File: config.mk
export PLATFORM = sky130hd
export DESIGN_NAME = lower_layer_4_0_merge
export DESIGN_NICKNAME = d
export VERILOG_FILES = /design/src/rtl/lower_layer_pkg.sv /design/src/rtl/lower_layer_run_buf.sv /design/src/rtl/lower_layer_4_0_merge.sv
export SDC_FILE = /design/constraint.sdc
export NUM_CORES = 1
export LEC_CHECK = 0
export ABC_AREA = 1
export CORE_ASPECT_RATIO = 1.5
export CORE_MARGIN = 2
export CORE_UTILIZATION = 35
export DETAILED_ROUTE_END_ITERATION = 8
export GPL_ROUTABILITY_DRIVEN = 0
export MAX_ROUTING_LAYER = met4
export PLACE_DENSITY = 0.63
export RECOVER_POWER = 25
export SLEW_MARGIN = 15
export SYNTH_ARGS = -nofsm -noshare
export SYNTH_HDL_FRONTEND = slang
export SYNTH_SLANG_ARGS = --single-unit
export TNS_END_PERCENT = 30
File: constraint.sdc
create_clock -name clk -period 2.6 [get_ports clk]
set_clock_uncertainty 0.2 [all_clocks]
set_input_delay 0.26 -clock clk [delete_from_list [all_inputs] [get_ports clk]]
set_output_delay 0.26 -clock clk [all_outputs]
set_load 0.01 [all_outputs]
File: src/rtl/lower_layer_pkg.sv
// Shared definitions for the merge-sort lower layer.
// Contents: merge FSM state type, default sizes, counter-width helper.
package lower_layer_pkg;

   typedef enum logic [0:0] {
      FILL  = 1'b0,
      MERGE = 1'b1
   } merge_state_t;

   localparam int unsigned DEF_DATA_WIDTH = 8;
   localparam int unsigned DEF_RUN_LEN    = 2;

   // Counts and pointers must be able to hold RUN_LEN itself.
   function automatic int unsigned cnt_width(input int unsigned run_len);
      return $clog2(run_len + 1);
   endfunction

endpackage

File: src/rtl/lower_layer_run_buf.sv
// Run buffer for one input lane of the merge stage.
// Stores up to RUN_LEN elements in arrival order and tracks the end-of-run flag.
// Ports:
//   clk, rst       clock, synchronous active-high reset
//   clr            clears count and flag (end of a merge)
//   wr_en, wr_data element strobe and value (already gated by the FSM)
//   done_en        end-of-run strobe (already gated by the FSM)
//   rd_ptr         read index; rd_data_c is the combinational element at rd_ptr
//   cnt, fin       number of stored elements, end-of-run flag
module lower_layer_run_buf
   import lower_layer_pkg::*;
#(
   parameter int unsigned DATA_WIDTH = DEF_DATA_WIDTH,
   parameter int unsigned RUN_LEN    = DEF_RUN_LEN,
   parameter int unsigned CW         = cnt_width(RUN_LEN)
) (
   input  logic                  clk,
   input  logic                  rst,
   input  logic                  clr,
   input  logic                  wr_en,
   input  logic [DATA_WIDTH-1:0] wr_data,
   input  logic                  done_en,
   input  logic [CW-1:0]         rd_ptr,
   output logic [DATA_WIDTH-1:0] rd_data_c,
   output logic [CW-1:0]         cnt,
   output logic                  fin
);

   logic [DATA_WIDTH-1:0] mem [RUN_LEN];
   logic                  wr_ok_c;

   // Strobes after the run is closed or once the buffer is full are dropped.
   assign wr_ok_c = wr_en && !fin && (cnt < CW'(RUN_LEN));

   // Count and end-of-run flag.
   always_ff @(posedge clk) begin
      if (rst || clr) begin
         cnt <= '0;
         fin <= 1'b0;
      end else begin
         if (wr_ok_c) cnt <= cnt + CW'(1);
         if (done_en) fin <= 1'b1;
      end
   end

   // Element storage; contents are only meaningful below cnt.
   always_ff @(posedge clk) begin
      if (wr_ok_c) begin
         for (int i = 0; i < int'(RUN_LEN); i++) begin
            if (cnt == CW'(i)) mem[i] <= wr_data;
         end
      end
   end

   // Read mux; pointers at RUN_LEN read as zero.
   always_comb begin
      rd_data_c = '0;
      for (int i = 0; i < int'(RUN_LEN); i++) begin
         if (rd_ptr == CW'(i)) rd_data_c = mem[i];
      end
   end

endmodule

File: src/rtl/lower_layer_4_0_merge.sv
// Second-level merge stage: buffers two sorted runs (lanes A and B) and emits
// one merged ascending run, one element per cycle, ties taken from lane A.
// Optional build macro: LOWER_LAYER_MERGE_ERR_EN adds a sticky protocol error output.
// Ports:
//   clk, rst                      clock, synchronous active-high reset
//   a_data, a_update, a_done      lane A element, strobe, end-of-run
//   b_data, b_update, b_done      lane B element, strobe, end-of-run
//   sorted_data, update, done     merged element, strobe, last-element pulse
//   busy                          high while merging; input strobes ignored
//   err (LOWER_LAYER_MERGE_ERR_EN) sticky: dropped/illegal strobe or short run
module lower_layer_4_0_merge
   import lower_layer_pkg::*;
#(
   parameter int unsigned DATA_WIDTH = DEF_DATA_WIDTH,
   parameter int unsigned RUN_LEN    = DEF_RUN_LEN
) (
   input  logic                  clk,
   input  logic                  rst,
   input  logic [DATA_WIDTH-1:0] a_data,
   input  logic                  a_update,
   input  logic                  a_done,
   input  logic [DATA_WIDTH-1:0] b_data,
   input  logic                  b_update,
   input  logic                  b_done,
   output logic [DATA_WIDTH-1:0] sorted_data,
   output logic                  update,
   output logic                  done,
   output logic                  busy
`ifdef LOWER_LAYER_MERGE_ERR_EN
   ,
   output logic                  err
`endif
);

   localparam int unsigned CW = cnt_width(RUN_LEN);
   localparam int unsigned SW = CW + 1;

   merge_state_t          state, state_n;
   logic [CW-1:0]         ra, rb, ra_n, rb_n;
   logic [DATA_WIDTH-1:0] data_n;
   logic                  update_n, done_n, busy_n, clr_c, in_fill_c;
   logic [DATA_WIDTH-1:0] a_rd_c, b_rd_c;
   logic [CW-1:0]         cnt_a, cnt_b;
   logic                  fin_a, fin_b;
   logic [SW-1:0]         total_c, consumed_c;
   logic                  take_a_c, last_c;

   assign in_fill_c = (state == FILL);

   lower_layer_run_buf #(.DATA_WIDTH(DATA_WIDTH), .RUN_LEN(RUN_LEN), .CW(CW)) u_buf_a (
      .clk       (clk),
      .rst       (rst),
      .clr       (clr_c),
      .wr_en     (a_update && in_fill_c),
      .wr_data   (a_data),
      .done_en   (a_done && in_fill_c),
      .rd_ptr    (ra),
      .rd_data_c (a_rd_c),
      .cnt       (cnt_a),
      .fin       (fin_a)
   );

   lower_layer_run_buf #(.DATA_WIDTH(DATA_WIDTH), .RUN_LEN(RUN_LEN), .CW(CW)) u_buf_b (
      .clk       (clk),
      .rst       (rst),
      .clr       (clr_c),
      .wr_en     (b_update && in_fill_c),
      .wr_data   (b_data),
      .done_en   (b_done && in_fill_c),
      .rd_ptr    (rb),
      .rd_data_c (b_rd_c),
      .cnt       (cnt_b),
      .fin       (fin_b)
   );

   // Lane select and last-element detection (empty merge counts as last).
   always_comb begin
      total_c    = SW'(cnt_a) + SW'(cnt_b);
      consumed_c = SW'(ra) + SW'(rb) + SW'(1);
      take_a_c   = (ra < cnt_a) && ((rb == cnt_b) || (a_rd_c <= b_rd_c));
      last_c     = (total_c == '0) || (consumed_c == total_c);
   end

   // Next-state and registered-output logic.
   always_comb begin
      state_n  = state;
      ra_n     = ra;
      rb_n     = rb;
      data_n   = sorted_data;
      update_n = 1'b0;
      done_n   = 1'b0;
      clr_c    = 1'b0;
      case (state)
         FILL: begin
            if (fin_a && fin_b) state_n = MERGE;
         end
         MERGE: begin
            if (total_c != '0) begin
               update_n = 1'b1;
               if (take_a_c) begin
                  data_n = a_rd_c;
                  ra_n   = ra + CW'(1);
               end else begin
                  data_n = b_rd_c;
                  rb_n   = rb + CW'(1);
               end
            end
            if (last_c) begin
               done_n  = 1'b1;
               state_n = FILL;
               clr_c   = 1'b1;
               ra_n    = '0;
               rb_n    = '0;
            end
         end
         default: state_n = FILL;
      endcase
      // Held through the done cycle so busy drops on the edge after it.
      busy_n = (state == MERGE) || (state_n == MERGE);
   end

   always_ff @(posedge clk) begin
      if (rst) begin
         state       <= FILL;
         ra          <= '0;
         rb          <= '0;
         sorted_data <= '0;
         update      <= 1'b0;
         done        <= 1'b0;
         busy        <= 1'b0;
      end else begin
         state       <= state_n;
         ra          <= ra_n;
         rb          <= rb_n;
         sorted_data <= data_n;
         update      <= update_n;
         done        <= done_n;
         busy        <= busy_n;
      end
   end

`ifdef LOWER_LAYER_MERGE_ERR_EN
   logic [SW-1:0] a_after_c, b_after_c;
   logic          err_n_c;

   // Flag any strobe that gets dropped and any run that closes short.
   always_comb begin
      a_after_c = SW'(cnt_a) + SW'(a_update && (cnt_a < CW'(RUN_LEN)));
      b_after_c = SW'(cnt_b) + SW'(b_update && (cnt_b < CW'(RUN_LEN)));
      err_n_c   = err;
      if (!in_fill_c) begin
         if (a_update || a_done || b_update || b_done) err_n_c = 1'b1;
      end else begin
         if (fin_a && (a_update || a_done)) err_n_c = 1'b1;
         if (fin_b && (b_update || b_done)) err_n_c = 1'b1;
         if (!fin_a && a_update && (cnt_a == CW'(RUN_LEN))) err_n_c = 1'b1;
         if (!fin_b && b_update && (cnt_b == CW'(RUN_LEN))) err_n_c = 1'b1;
         if (!fin_a && a_done && (a_after_c != SW'(RUN_LEN))) err_n_c = 1'b1;
         if (!fin_b && b_done && (b_after_c != SW'(RUN_LEN))) err_n_c = 1'b1;
      end
   end

   always_ff @(posedge clk) begin
      if (rst) err <= 1'b0;
      else     err <= err_n_c;
   end
`endif

endmodule

# After elaboration in Yosys (flattened, before gate mapping)

Memory sizes are Yosys's and may differ from the RTL's.
Cells that the tools add are included.

Mux-type cells: 35
Add/sub/neg operators: 7
Magnitude comparators: 4
Bitwise operators: 1
Equality and inequality tests: 7
Reduce and logical (&&, ||, !) cells: 30

Operators by type and width:

| cell                                               | number |
|---|---|
| two-way mux 8 bit                                  | 7 |
| two-way mux 1 bit                                  | 21 |
| OR reduction 8 bit                                 | 2 |
| two-way mux 2 bit                                  | 6 |
| logical AND 1 bit                                  | 10 |
| adder 2 x 1 -> 2 bit (second input constant)       | 4 |
| == test 2 x 1 -> 1 bit (second input constant)     | 4 |
| less-or-equal comparator 8 bit                     | 1 |
| logical NOT 2 bit                                  | 4 |
| adder 2 x 2 -> 3 bit                               | 2 |
| AND reduction 3 bit                                | 2 |
| logical OR 1 bit                                   | 4 |
| less-than comparator 2 bit (second input constant) | 2 |
| nonzero test 2 bit                                 | 2 |
| adder 3 x 1 -> 3 bit (second input constant)       | 1 |
| == test 3 bit                                      | 1 |
| logical NOT 3 bit                                  | 1 |
| nonzero test 3 bit                                 | 1 |
| == test 2 bit                                      | 1 |
| logical NOT 1 bit                                  | 2 |
| less-than comparator 2 bit                         | 1 |
| != test 2 x 1 -> 1 bit (second input constant)     | 1 |
| case mux 1 bit (2 select lines)                    | 1 |
| AND reduction 2 bit                                | 1 |
| 2 further kinds                                    | 2 |

Register bits after elaboration: 22
Memories kept: 2
Word-level logic and storage cells: 97
Input bits: 22
Output and inout bits: 11
Bits in writable memories: 32

Memory list:

| memory      | words | width | read ports | clocked after memory_dff | wr ports | line                      | text |
|---|---|---|---|---|---|---|---|
| u_buf_a.mem | 2     | 8     | 2          | 0                        | 1        | lower_layer_run_buf.sv:29 | `logic [DATA_WIDTH-1:0] mem [RUN_LEN];` |
| u_buf_b.mem | 2     | 8     | 2          | 0                        | 1        | lower_layer_run_buf.sv:29 |  |

# Logic depth before layout (Yosys ltp)

Gate-level depths: netlist of the first run.

Depth in word-level cells: 9
Mapped depth: 23
Mapped depth without buffers: 21

# Modules after synthesis

A second synthesis of the first run with hierarchy kept.

Cells, all modules: 308
Area, all modules: 2781.4 µm²

Modules (own cells, without submodules):

| module                | cells each | area an instance (µm²) | seq. area each (µm²) | instances |
|---|---|---|---|---|
| lower_layer_run_buf   | 67         | 810.8                  | 540.5                | 2 |
| lower_layer_4_0_merge | 174        | 1159.9                 | 320.3                | 1 |

# Least setup slack after synthesis of the first run

No wires, ideal clock.

Path type: register -> register
Start: register ra[1]
End: register sorted_data[4]
Data arrival time: 2249 ps
Path buffers: 2
Data required time: 2287 ps
Path slack: 38 ps
Clock period less this slack: 2562 ps
Cell stages (with the launch flop): 23
Setup time: 113 ps
Path through: dfxtp_1 inv_1 ha_1 buf_2 inv_1 nand2_1 inv_1 a22oi_1 inv_1 ha_1 nand2_1 nand2_1 nand2_1 nand2_1 nand2_1 nand2_1 nand2_2 nand2_4 buf_6 nand2_1 nand2_1 o21ai_1 inv_1

Longest elaborated chain between the ends: 7
Elaborated cells on any way between the ends: 9
Classes of those cells: 2 x order compare; 1 x eq/ne; 3 x mux; 3 x reduce/logical

Ends and longest elaborated chain:

| what                            | line                         | text |
|---|---|---|
| from (decl)                     | lower_layer_4_0_merge.sv:39  | `logic [CW-1:0] ra, rb, ra_n, rb_n;` |
| from (signal assigned)          | lower_layer_4_0_merge.sv:133 | `ra <= ra_n;` |
| logical NOT 2 bit               | lower_layer_run_buf.sv:59    | `if (rd_ptr == CW'(i)) rd_data_c = mem[i];` |
| two-way mux 8 bit (2 in series) | lower_layer_run_buf.sv:59    |  |
| less-or-equal comparator 8 bit  | lower_layer_4_0_merge.sv:80  | `take_a_c = (ra < cnt_a) && ((rb == cnt_b) \|\| (a_rd_c <= b_rd_c));` |
| logical OR 1 bit                | lower_layer_4_0_merge.sv:80  |  |
| logical AND 1 bit               | lower_layer_4_0_merge.sv:80  |  |
| two-way mux 8 bit (*)           | lower_layer_4_0_merge.sv:100 | `if (take_a_c) begin` |
| to (signal assigned)            | lower_layer_4_0_merge.sv:135 | `sorted_data <= data_n;` |
| to (decl)                       | lower_layer_4_0_merge.sv:25  | `output logic [DATA_WIDTH-1:0] sorted_data,` |

Mark *: on every way between the ends. The rest lies on a longest branch, timed or not.
A chain may end at the register's enable or synchronous reset.

# Final worst setup path of the first run

Start: register rb[1]
End: register sorted_data[5]

Longest elaborated chain between the ends: 7
Elaborated cells on any way between the ends: 9
Classes of those cells: 1 x order compare; 2 x eq/ne; 3 x mux; 3 x reduce/logical

Ends and longest elaborated chain:

| what                            | line                         | text |
|---|---|---|
| from (decl)                     | lower_layer_4_0_merge.sv:39  |  |
| from (signal assigned)          | lower_layer_4_0_merge.sv:134 | `rb <= rb_n;` |
| logical NOT 2 bit               | lower_layer_run_buf.sv:59    |  |
| two-way mux 8 bit (2 in series) | lower_layer_run_buf.sv:59    |  |
| less-or-equal comparator 8 bit  | lower_layer_4_0_merge.sv:80  |  |
| logical OR 1 bit                | lower_layer_4_0_merge.sv:80  |  |
| logical AND 1 bit               | lower_layer_4_0_merge.sv:80  |  |
| two-way mux 8 bit (*)           | lower_layer_4_0_merge.sv:100 |  |

Marks and branches as above.

==> qor.yml, run 1 <==
power.ir.vdd_worst_mv: 0.279
dp_cells: 412
post_synth.cell_area_avg_um2: 9.88
globalRouteOverflowTotal: 0
worst_path_most_repeated_cell: "nor2_1"
rsz_0062_raised_after_global_routing: "true"
path_clk_slew_ns: 0.09
switching_share_pct: 30.0
floorplan.rows: 38
tritoncts_clock_tree: "built"
finalHoldWorstSlack_ns: 0.288
grt_pass1_wl_mm: 8.31
net-switching-power_mw: 0.633
postSynthRegisterBits: 54
tritoncts.num_buffers: 5
power.sequential.fraction_pct: 48.2
share_of_power_burned_in_combinational_logic_pct: 29.3
areaGrowthSynthToFinish_pct: 35.4
critPathMaxStageDelay_ns: 0.33
cp_num_buf_inv: 5
critical_path.reg2reg.endpoint: "sorted_data[5]"
ys_seq_area_share_pct: 54.6
clockBufferDepth: 2
placement.io_buffers: 32
max_freq_mhz: 401
synth_cell_type_count: 27
status: "complete, no violations"
crit_chain: "inv_2 > ha_4 > inv_1 > nand2_2 > clkinv_4 > a22oi_2 > buf_4 > ha_4 > a21oi_2 > nor2_1 > nor2_1 > nand2_1 > nand2_2 > nand2_4 > buf_6 > o21ai_1 > nor2_1 > nor2_1"
dp_wirelength_mm: 3.96
finalHoldViolCount: 0
grt_antenna_before_repair: 0
layout.cells.non_filler: 421
number_of_global_route_vias_before_repair: 1834
internal_power_mw: 1.48
slew_headroom_pct: 77.4
tightestPinTransition_ns: 0.339
reg2regPathDepth: 18
critical_path_depth: 18
grt_start_max_net_pins: 17
timing_max_transition_violations_final: 0
antenna_left: 0
totalPowerFinal_mw: 2.11
power_density_nw_per_um2: 606
core-area_um2: 7180
timing.critical_path.max_delay_family: "simple AND/OR/NAND/NOR gates"
die-area_um2: 8050
worst-r2r-setup-slack_ns: 0.10
tritoncts_num_sinks: 54
p_leak_nw: 1.42
min_path_cells: 2
layout.core_utilization_pct: 48.4
grt.total_usage_pct: 14.3
max_cap_violations: 0
endpoint_kind: "flop"
critPathKind: "flop to flop"
route.detailed.wl_per_inst_um: 12.6
report.final.setup_viol: 0
clock_power_share_pct: 22.5
cts_htree_levels: 2
mapped_nets: 303
post-route-drc-count: 0
post-route-min-period_ns: 2.50
finalSetupTns_ns: 0
initial_utilization_pct: 35.8
count_of_fill_cells_added_during_filler_insertion: 686
post_route_wl_mm: 5.29
chipHeight_um: 109
worst_setup_path_startpoint: "rb[1]"
boundaryPins: 33
timing.critical_path.to: "sorted_data[5]"
diodes: 0
clk-insertion-delay-late_ns: 0.31
cts-hold-fix-buffers: 0
vias_per_cell: 4.56
detailroute.via_count: 1918
syn_inst: 260
finalNetCount: 363
critical_path.reg2reg.startpoint: "rb[1]"
worst_path_cell_with_the_longest_stage_delay: "dfxtp_2"
total_number_of_yosys_warnings: 0
cp-start-kind: "flop"
cp_data_arrival_time_ns: 2.55
detail_route.first_pass.iterations: 4
layout-drive-gt1-share_pct: 25.5
path_max_fanout: 8
min-delay-path-class: "flop to flop"
first_iter_violations: 62
critical_path_required_ns: 2.65
floorplan.die.width_um: 74.0
ctsRootBufferMaster: "clkbuf_8"
post-route-period-util_pct: 96.0
post_synth_instance_area_um2: 2570
==> placed cells by master, fill, tap and decap left out, types with 3 or more instances in the layout <==
master / n
nor2_1: 41
nand2_1: 33
edfxtp_1: 32
inv_1: 31
clkdlybuf4s50_1: 22
buf_4: 22
dfxtp_1: 18
a22oi_2: 15
ha_1: 11
dlygate4sd3_1: 10
a21oi_1: 8
nand3_1: 7
o21ai_0: 6
ha_4: 6
clkbuf_8: 6
inv_2: 5
o21ai_1: 5
xor2_1: 5
nand2_2: 4
buf_6: 4
o21ai_2: 3
==> state kept, by name, indices dropped and copies added (netlist names) <==
| register | flops |
|---|---|
| u_buf_b.fin | 1 |
| busy | 1 |
| u_buf_a.cnt | 2 |
| u_buf_a.fin | 1 |
| u_buf_a.mem | 16 |
| update | 1 |
| u_buf_b.cnt | 2 |
| rb | 2 |
| sorted_data | 8 |
| state | 1 |
| u_buf_b.mem | 16 |
| done | 1 |
| ra | 2 |
==> Yosys cell counts <==
library cell  count  share of area, %
a21oi_1           9               1.8
buf_6             1              0.44
nand3_1           8               1.6
a22oi_1          16               4.7
a21boi_0          1              0.29
nand2_2           1              0.24
o21ai_1           6               1.2
nor3_1            2              0.39
buf_2             3              0.58
edfxtp_1         32                37
nand2_4           1              0.44
nand2_1          36               5.3
buf_4             1              0.29
nor3_2            1              0.39
nand4_1           2              0.49
a21o_1            1              0.29
ha_1             19               9.3
dfxtp_1          22                17
nor2_2            2              0.49
nor2_1           41               6.0
inv_1            37               5.4
inv_2             2              0.29
o21ai_0           6               1.2
o21ai_2           2              0.68
a21oi_4           1              0.63
xor2_1            5               1.7
fa_1              2               1.6
==> metal layers <==
layer  vias up  routed length, um  track usage [%]
li1        979                  -                -
met1       905               1990             14.8
met2        28               3040             25.8
met3         6                154             2.77
met4         0                100             5.84
met5         -                  0                -
==> cells by family after synthesis <==
kind of cell	after synthesis	synth area share, %
AO/OA/AOI/OAI	42	10.7
adder cells (fa/ha/maj)	21	10.8
buffers and inverters	44	7.01
AND/OR/NAND/NOR	94	15.2
flip-flops	54	54.6
XOR/XNOR	5	1.70
==> metrics by stage <==
step / setup WS, ns / instance area [um2]
2_1_floorplan: 0.0376 / 2570
3_3_place_gp: 0.0525 / 3170
3_5_place_dp: 0.000511 / 3170
4_1_cts: 0.00381 / 3290
5_1_grt: -0.0777 / 3480
6_report: 0.104 / 3480
==> timing repair <==
action,4_1_cts,5_1_grt
gates resized for setup,6,45
cloned,0,0
pin swaps,0,17
setup buffers,0,1
setup endpoints to repair,7,18
==> power groups by stage <==
stage,sequential [mW],combinational [mW],clock (mW)
floorplan,1.03,0.349,0
global placement,1.03,0.550,0
detailed placement,1.03,0.556,0
CTS,1.01,0.562,0.488
global route,1.02,0.701,0.521
finish,1.02,0.618,0.475
==> worst min path at each step <==
stage                            from          end  slack [ns]
after global routing      u_buf_b.fin  u_buf_b.fin        0.34
after detailed placement  u_buf_b.fin  u_buf_b.fin        0.27
after CTS                 u_buf_b.fin  u_buf_b.fin        0.29
after global placement    u_buf_b.fin  u_buf_b.fin        0.27
after floorplan                   rst        ra[1]        0.13
final                     u_buf_b.fin  u_buf_b.fin        0.29
==> worst reg2reg max path: stages (launching register included) <==
cell and delay (ns):
dfxtp_2 0.33, inv_2 0.08, ha_4 0.13, inv_1 0.04, nand2_2 0.08, clkinv_4 0.11, a22oi_2 0.18, buf_4 0.16
ha_4 0.20, a21oi_2 0.10, nor2_1 0.05, nor2_1 0.12, nand2_1 0.07, nand2_2 0.11, nand2_4 0.09, buf_6 0.14
o21ai_1 0.11, nor2_1 0.05, nor2_1 0.09
==> cell type report <==
cell class                      instances  area [um2]  area share, %
Multi-Input combinational cell        162        1160           33.4
Clock inverter                          1        5.00          0.144
Tap cell                              100         125           3.60
Inverter                               39         156           4.50
Sequential cell                        54        1410           40.6
Clock buffer                            7        86.3           2.48
Timing Repair Buffer                   58         531           15.3
Note: power is estimated with default switching activity, not from simulation.
==> inputs of run 2 (changes only) <==
Settings changed: ABC_CLOCK_PERIOD_IN_PS set to 2600, RECOVER_POWER 25 to 50.
==> qor.yml, run 2 (synthesized netlist as in run 1, its figures left out) <==
post-route-period-util_pct: 96.0  # unchanged
cts-hold-fix-buffers: 0  # unchanged
endpoint_kind: "flop"
clk-insertion-delay-late_ns: 0.31  # about the same
final_critical_path_setup_slack_ns: 0.104  # unchanged
tritoncts_num_sinks: 54  # unchanged
critical_path.reg2reg.startpoint: "rb[1]"
detail_route.first_pass.iterations: 4  # unchanged
slew_headroom_pct: 77.4  # unchanged
tightestPinTransition_ns: 0.339  # unchanged
antenna_left: 0  # unchanged
critical_path.reg2reg.endpoint: "sorted_data[5]"
max_cap_violations: 0  # unchanged
place_worst_setup_slack_ns: 0.000511  # unchanged
timing_max_transition_violations_final: 0  # unchanged
layout-drive-gt1-share_pct: 25.5  # unchanged
finalHoldViolCount: 0  # unchanged
layout.cells.non_filler: 421  # unchanged
rsz_0062_raised_after_global_routing: "true"
worst_setup_path_startpoint: "rb[1]"
crit_chain: "inv_2 > ha_4 > inv_1 > nand2_2 > clkinv_4 > a22oi_2 > buf_4 > ha_4 > a21oi_2 > nor2_1 > nor2_1 > nand2_1 > nand2_2 > nand2_4 > buf_6 > o21ai_1 > nor2_1 > nor2_1"
core-area_um2: 7180  # unchanged
grt_antenna_before_repair: 0  # unchanged
initial_utilization_pct: 35.8  # unchanged
worst_path_cell_with_the_longest_stage_delay: "dfxtp_2"
grt_start_max_net_pins: 17  # unchanged
first_iter_violations: 62  # unchanged
leading_registers_by_flop_count: "u_buf_a.mem (16), u_buf_b.mem (16), sorted_data (8)"
tritoncts.num_buffers: 5  # unchanged
floorplan.rows: 38  # unchanged
worst_path_most_repeated_cell: "nor2_1"
layout_common_cells: "41 x nor2_1, 33 x nand2_1, 32 x edfxtp_1, 31 x inv_1"
finalNetCount: 363  # unchanged
finalHoldWorstSlack_ns: 0.288  # unchanged
placement.io_buffers: 32  # unchanged
ctsRootBufferMaster: "clkbuf_8"
power.ir.vdd_worst_mv: 0.279  # about the same
min-delay-path-class: "flop to flop"
post_route_wl_mm: 5.28  # about the same
globalRouteOverflowTotal: 0  # unchanged
power_density_nw_per_um2: 605  # -0.18%
critPathMaxStageDelay_ns: 0.33  # about the same
report.final.setup_viol: 0  # unchanged
clockBufferDepth: 2  # unchanged
p_leak_nw: 1.44  # +1.6%
dp_wirelength_mm: 3.96  # unchanged
boundaryPins: 33  # unchanged
areaGrowthSynthToFinish_pct: 35.4  # unchanged
cts_htree_levels: 2  # unchanged
floorplan.die.width_um: 74.0  # unchanged
path_clk_slew_ns: 0.09  # about the same
diodes: 0  # unchanged
placed_area_um2: 3170  # unchanged
status: "complete, no violations"
die-area_um2: 8050  # unchanged
grt.total_usage_pct: 14.3  # unchanged
critical_path_required_ns: 2.65  # about the same
path_max_fanout: 8  # unchanged
vias_per_cell: 4.56  # unchanged
tritoncts_clock_tree: "built"
post-route-drc-count: 0  # unchanged
timing.critical_path.to: "sorted_data[5]"
number_of_global_route_vias_before_repair: 1834  # unchanged
worst-r2r-setup-slack_ns: 0.10  # about the same
critPathKind: "flop to flop"
detailroute.via_count: 1918  # unchanged
layout.core_utilization_pct: 48.4  # unchanged
grt_pass1_wl_mm: 8.31  # unchanged
finalInstanceArea_um2: 3480  # unchanged
count_of_fill_cells_added_during_filler_insertion: 686  # unchanged
dp_cells: 412  # unchanged
reg2regPathDepth: 18  # unchanged
layout.cells.most_common: "nor2_1"
cp_data_arrival_time_ns: 2.55  # about the same
post-route-min-period_ns: 2.50  # unchanged
chipHeight_um: 109  # unchanged
cp-start-kind: "flop"
route.detailed.wl_per_inst_um: 12.6  # about the same
max_freq_mhz: 401  # unchanged
## run 2: critical path, delay by kind of cell, from the launching register on
kind | cells | cell delay [ns]
AND/OR/NAND/NOR | 8 | 0.66
flip-flops | 1 | 0.33
AO/OA/AOI/OAI | 3 | 0.38
adder cells (fa/ha/maj) | 2 | 0.33
buffers and inverters | 5 | 0.52
## run 2: worst min-delay path by stage
stage / from / end / slack, ns / cells past startpoint
2_1_floorplan: rst / ra[1] / 0.13 / 1
3_3_place_gp: u_buf_b.fin / u_buf_b.fin / 0.27 / 2
3_5_place_dp: u_buf_b.fin / u_buf_b.fin / 0.27 / 2
4_1_cts: u_buf_b.fin / u_buf_b.fin / 0.29 / 2
5_1_grt: u_buf_b.fin / u_buf_b.fin / 0.34 / 2
6_report: u_buf_b.fin / u_buf_b.fin / 0.29 / 2
## run 2: area by class of cell
| class | instances | area (um2) | area share [%] |
|---|---|---|---|
| Sequential cell | 54 | 1410 | 40.6 |
| Multi-Input combinational cell | 162 | 1160 | 33.4 |
| Timing Repair Buffer | 58 | 531 | 15.3 |
| Inverter | 39 | 156 | 4.50 |
| Tap cell | 100 | 125 | 3.60 |
| Clock buffer | 7 | 86.3 | 2.48 |
| Clock inverter | 1 | 5.00 | 0.144 |
## run 2: stage by stage
stage                     TNS (ns)  power [mW]
after floorplan                  0        1.38
after global placement           0        1.58
after detailed placement         0        1.59
after CTS                        0        2.06
after global routing        -0.705        2.24
final                            0        2.10
## run 2: power breakdown
group / leakage (nW) / switching, mW / internal (mW)
clock network: 0.0482 / 0.259 / 0.215
logic: 0.914 / 0.338 / 0.276
registers: 0.476 / 0.0346 / 0.981
## run 2: timing repair
item / 4_1_cts / 5_1_grt
pin swaps: 0 / 17
cloned: 0 / 0
gates resized for setup: 6 / 45
setup endpoints to repair: 7 / 18
setup buffers: 0 / 1
## run 2: per-layer routing
metal	routed length [um]	part of all wire [%]	vias to the layer above	track usage (%)
met5	0	0	-	-
met4	100	1.9	0	5.84
met3	154	2.9	6	2.77
met2	3040	57	28	25.8
met1	1990	38	905	14.8
li1	-	-	979	-
==> inputs of run 3 (changes only) <==
Settings changed: ABC_CLOCK_PERIOD_IN_PS 2600 to 2500, PLACE_DENSITY 0.63 to 0.61.
Clock period 2.6 ns to 2.5 ns, I/O delays scaled along.
==> qor.yml, run 3 (synthesized netlist as in run 1, its figures left out) <==
floorplan.die.width_um: 74.0  # unchanged
clockBufferDepth: 2  # unchanged
diodes: 0  # unchanged
finalNetCount: 373  # +2.8%
placed_area_um2: 3250  # +2.6%
worst_path_most_repeated_cell: "nor2_1"
critical_path_required_ns: 2.56  # -0.09 ns
max_cap_violations: 0  # unchanged
finalHoldViolCount: 0  # unchanged
slew_headroom_pct: 75.4  # -2.0 points
power.ir.vdd_worst_mv: 0.286  # +2.7%
globalRoute.busiestLayer: "met2"
post_route_wl_mm: 5.14  # -2.8%
power.sequential.fraction_pct: 46.7  # -1.5 points
boundaryPins: 33  # unchanged
critical_path.reg2reg.endpoint: "sorted_data[0]"
grt.total_usage_pct: 14.7  # +0.43 points
placement.io_buffers: 32  # unchanged
rsz_0062_raised_after_global_routing: "true"
layout.core_utilization_pct: 50.1  # +1.6 points
final_critical_path_setup_slack_ns: 0.0258  # -0.0787 ns
worst-r2r-setup-slack_ns: 0.03  # -0.08 ns
grt_pass1_wl_mm: 8.50  # +2.3%
clock_power_share_pct: 22.5  # about the same
tritoncts.num_buffers: 5  # unchanged
grt_util_met2_pct: 25.4  # -0.32 points
cp-start-kind: "flop"
capture_endpoint_of_the_worst_hold_path: "u_buf_b.fin"
leading_registers_by_flop_count: "u_buf_a.mem (16), u_buf_b.mem (16), sorted_data (8)"
internal_power_mw: 1.57  # +6.9%
chipHeight_um: 109  # unchanged
post-route-period-util_pct: 99.0  # +3.0 points
timing_max_transition_violations_final: 0  # unchanged
route.detailed.wl_per_inst_um: 11.9  # -5.0%
post-route-drc-count: 0  # unchanged
floorplan.rows: 38  # unchanged
totalPowerFinal_mw: 2.26  # +7.3%
p_leak_nw: 1.49  # +3.6%
dp_cells: 419  # +1.7%
layout_common_cells: "41 x nor2_1, 33 x buf_4, 32 x edfxtp_1, 27 x nand2_1, 26 x inv_1"
dp_wirelength_mm: 3.91  # -1.3%
worst_path_cell_with_the_longest_stage_delay: "dfxtp_2"
detail_route.first_pass.iterations: 4  # unchanged
tritoncts_clock_tree: "built"
ctsRootBufferMaster: "clkbuf_8"
globalRouteOverflowTotal: 0  # unchanged
cp_data_arrival_time_ns: 2.53  # -0.02 ns
vias_per_cell: 4.43  # -2.7%
critical_path.reg2reg.startpoint: "ra[1]"
use_met3_pct: 2.59  # -0.18 points
tritoncts_num_sinks: 54  # unchanged
share_of_power_burned_in_combinational_logic_pct: 30.7  # +1.5 points
endpoint_kind: "flop"
timing.critical_path.max_delay_family: "simple AND/OR/NAND/NOR gates"
switching_share_pct: 30.3  # +0.27 points
net-switching-power_mw: 0.685  # +8.3%
critPathKind: "flop to flop"
status: "complete, no violations"
cts-hold-fix-buffers: 0  # unchanged
report.final.setup_viol: 0  # unchanged
grt_antenna_before_repair: 0  # unchanged
path_clk_slew_ns: 0.09  # about the same
critical_path_depth: 17  # -1
use_met1_pct: 15.8  # +0.95 points
crit_chain: "inv_4 > ha_4 > inv_2 > nand2_2 > clkinv_4 > a22oi_2 > inv_2 > ha_4 > a21o_1 > nor2_1 > nand2_1 > nand2_2 > nand2_4 > buf_6 > o21ai_1 > nor2_1 > nor2_1"
hold_path_startpoint: "u_buf_b.fin"
tightestPinTransition_ns: 0.368  # +0.0290 ns
min-delay-path-class: "flop to flop"
layout.cells.most_common: "nor2_1"
critPathMaxStageDelay_ns: 0.35  # +0.02 ns
max_freq_mhz: 404  # +0.86%
cts_htree_levels: 2  # unchanged
initial_utilization_pct: 35.8  # unchanged
path_max_fanout: 8  # unchanged
detailroute.via_count: 1911  # -0.36%
antenna_left: 0  # unchanged
place_worst_setup_slack_ns: -0.0642  # -0.0647 ns
reg2regPathDepth: 17  # -1
layout-drive-gt1-share_pct: 31.7  # +6.2 points
number_of_global_route_vias_before_repair: 1839  # +0.27%
die-area_um2: 8050  # unchanged
min_path_cells: 2  # unchanged
power_density_nw_per_um2: 629  # +3.9%
cp_num_buf_inv: 5  # unchanged
layout.cells.non_filler: 431  # +2.4%
areaGrowthSynthToFinish_pct: 39.9
grt_start_max_net_pins: 18  # +1
first_iter_violations: 118  # +90%
core-area_um2: 7180  # unchanged
finalInstanceArea_um2: 3590  # +3.3%
clk-insertion-delay-late_ns: 0.31  # about the same
post-route-min-period_ns: 2.47  # -0.0213 ns
-- run 3: per-stage QoR --
| stage | hold slack (ns) | setup TNS, ns |
|---|---|---|
| final | 0.295 | 0 |
| after global routing | 0.329 | -1.41 |
| after CTS | 0.299 | 0 |
| after detailed placement | 0.277 | -0.353 |
| after global placement | 0.268 | -0.331 |
| after floorplan | 0.119 | 0 |
-- run 3: worst max-delay path by stage --
| stage | slack, ns | startpoint | to |
|---|---|---|---|
| 2_1_floorplan | 0.0007 | ra[1] | sorted_data[4] |
| 3_3_place_gp | -0.05 | rb[1] | sorted_data[7] |
| 3_5_place_dp | -0.06 | rb[1] | ra[1] |
| 4_1_cts | 0.01 | ra[1] | ra[1] |
| 5_1_grt | -0.16 | ra[1] | sorted_data[5] |
| 6_report | 0.03 | ra[1] | sorted_data[0] |
-- run 3: area by class of cell --
| type | instances | area, um2 |
|---|---|---|
| flip-flops and latches | 54 | 1410 |
| clock buffers | 6 | 82.6 |
| multi-input cells | 162 | 1200 |
| fillers | 659 | 3590 |
| inverters | 39 | 156 |
| clock inverters | 2 | 16.3 |
| well taps | 100 | 125 |
| repair buffers | 68 | 602 |
-- run 3: power groups by stage --
stage	combinational, mW	sequential [mW]	clock (mW)
floorplan	0.367	1.07	0
global placement	0.604	1.07	0
detailed placement	0.609	1.07	0
CTS	0.624	1.06	0.534
global route	0.785	1.06	0.574
finish	0.694	1.06	0.509
-- run 3: routing by layer --
| layer | wire [um] | vias to the layer above |
|---|---|---|
| li1 | - | 1004 |
| met4 | 122 | 0 |
| met5 | 0 | - |
| met2 | 2930 | 22 |
| met3 | 93 | 7 |
| met1 | 1990 | 878 |
-- run 3: worst register-to-register path, delay by kind of cell (launching register included) --
kind	cells	cell delay, ns
simple gates	7	0.58
compound gates	3	0.48
fa+ha+maj	2	0.37
flops	1	0.35
buf+inv	5	0.44
-- run 3: timing repair --
action	in CTS	in global routing
gates resized for setup	20	36
setup endpoints to repair	8	18
pin swaps	4	16
setup buffers	0	4
hold endpoints to repair	0	0
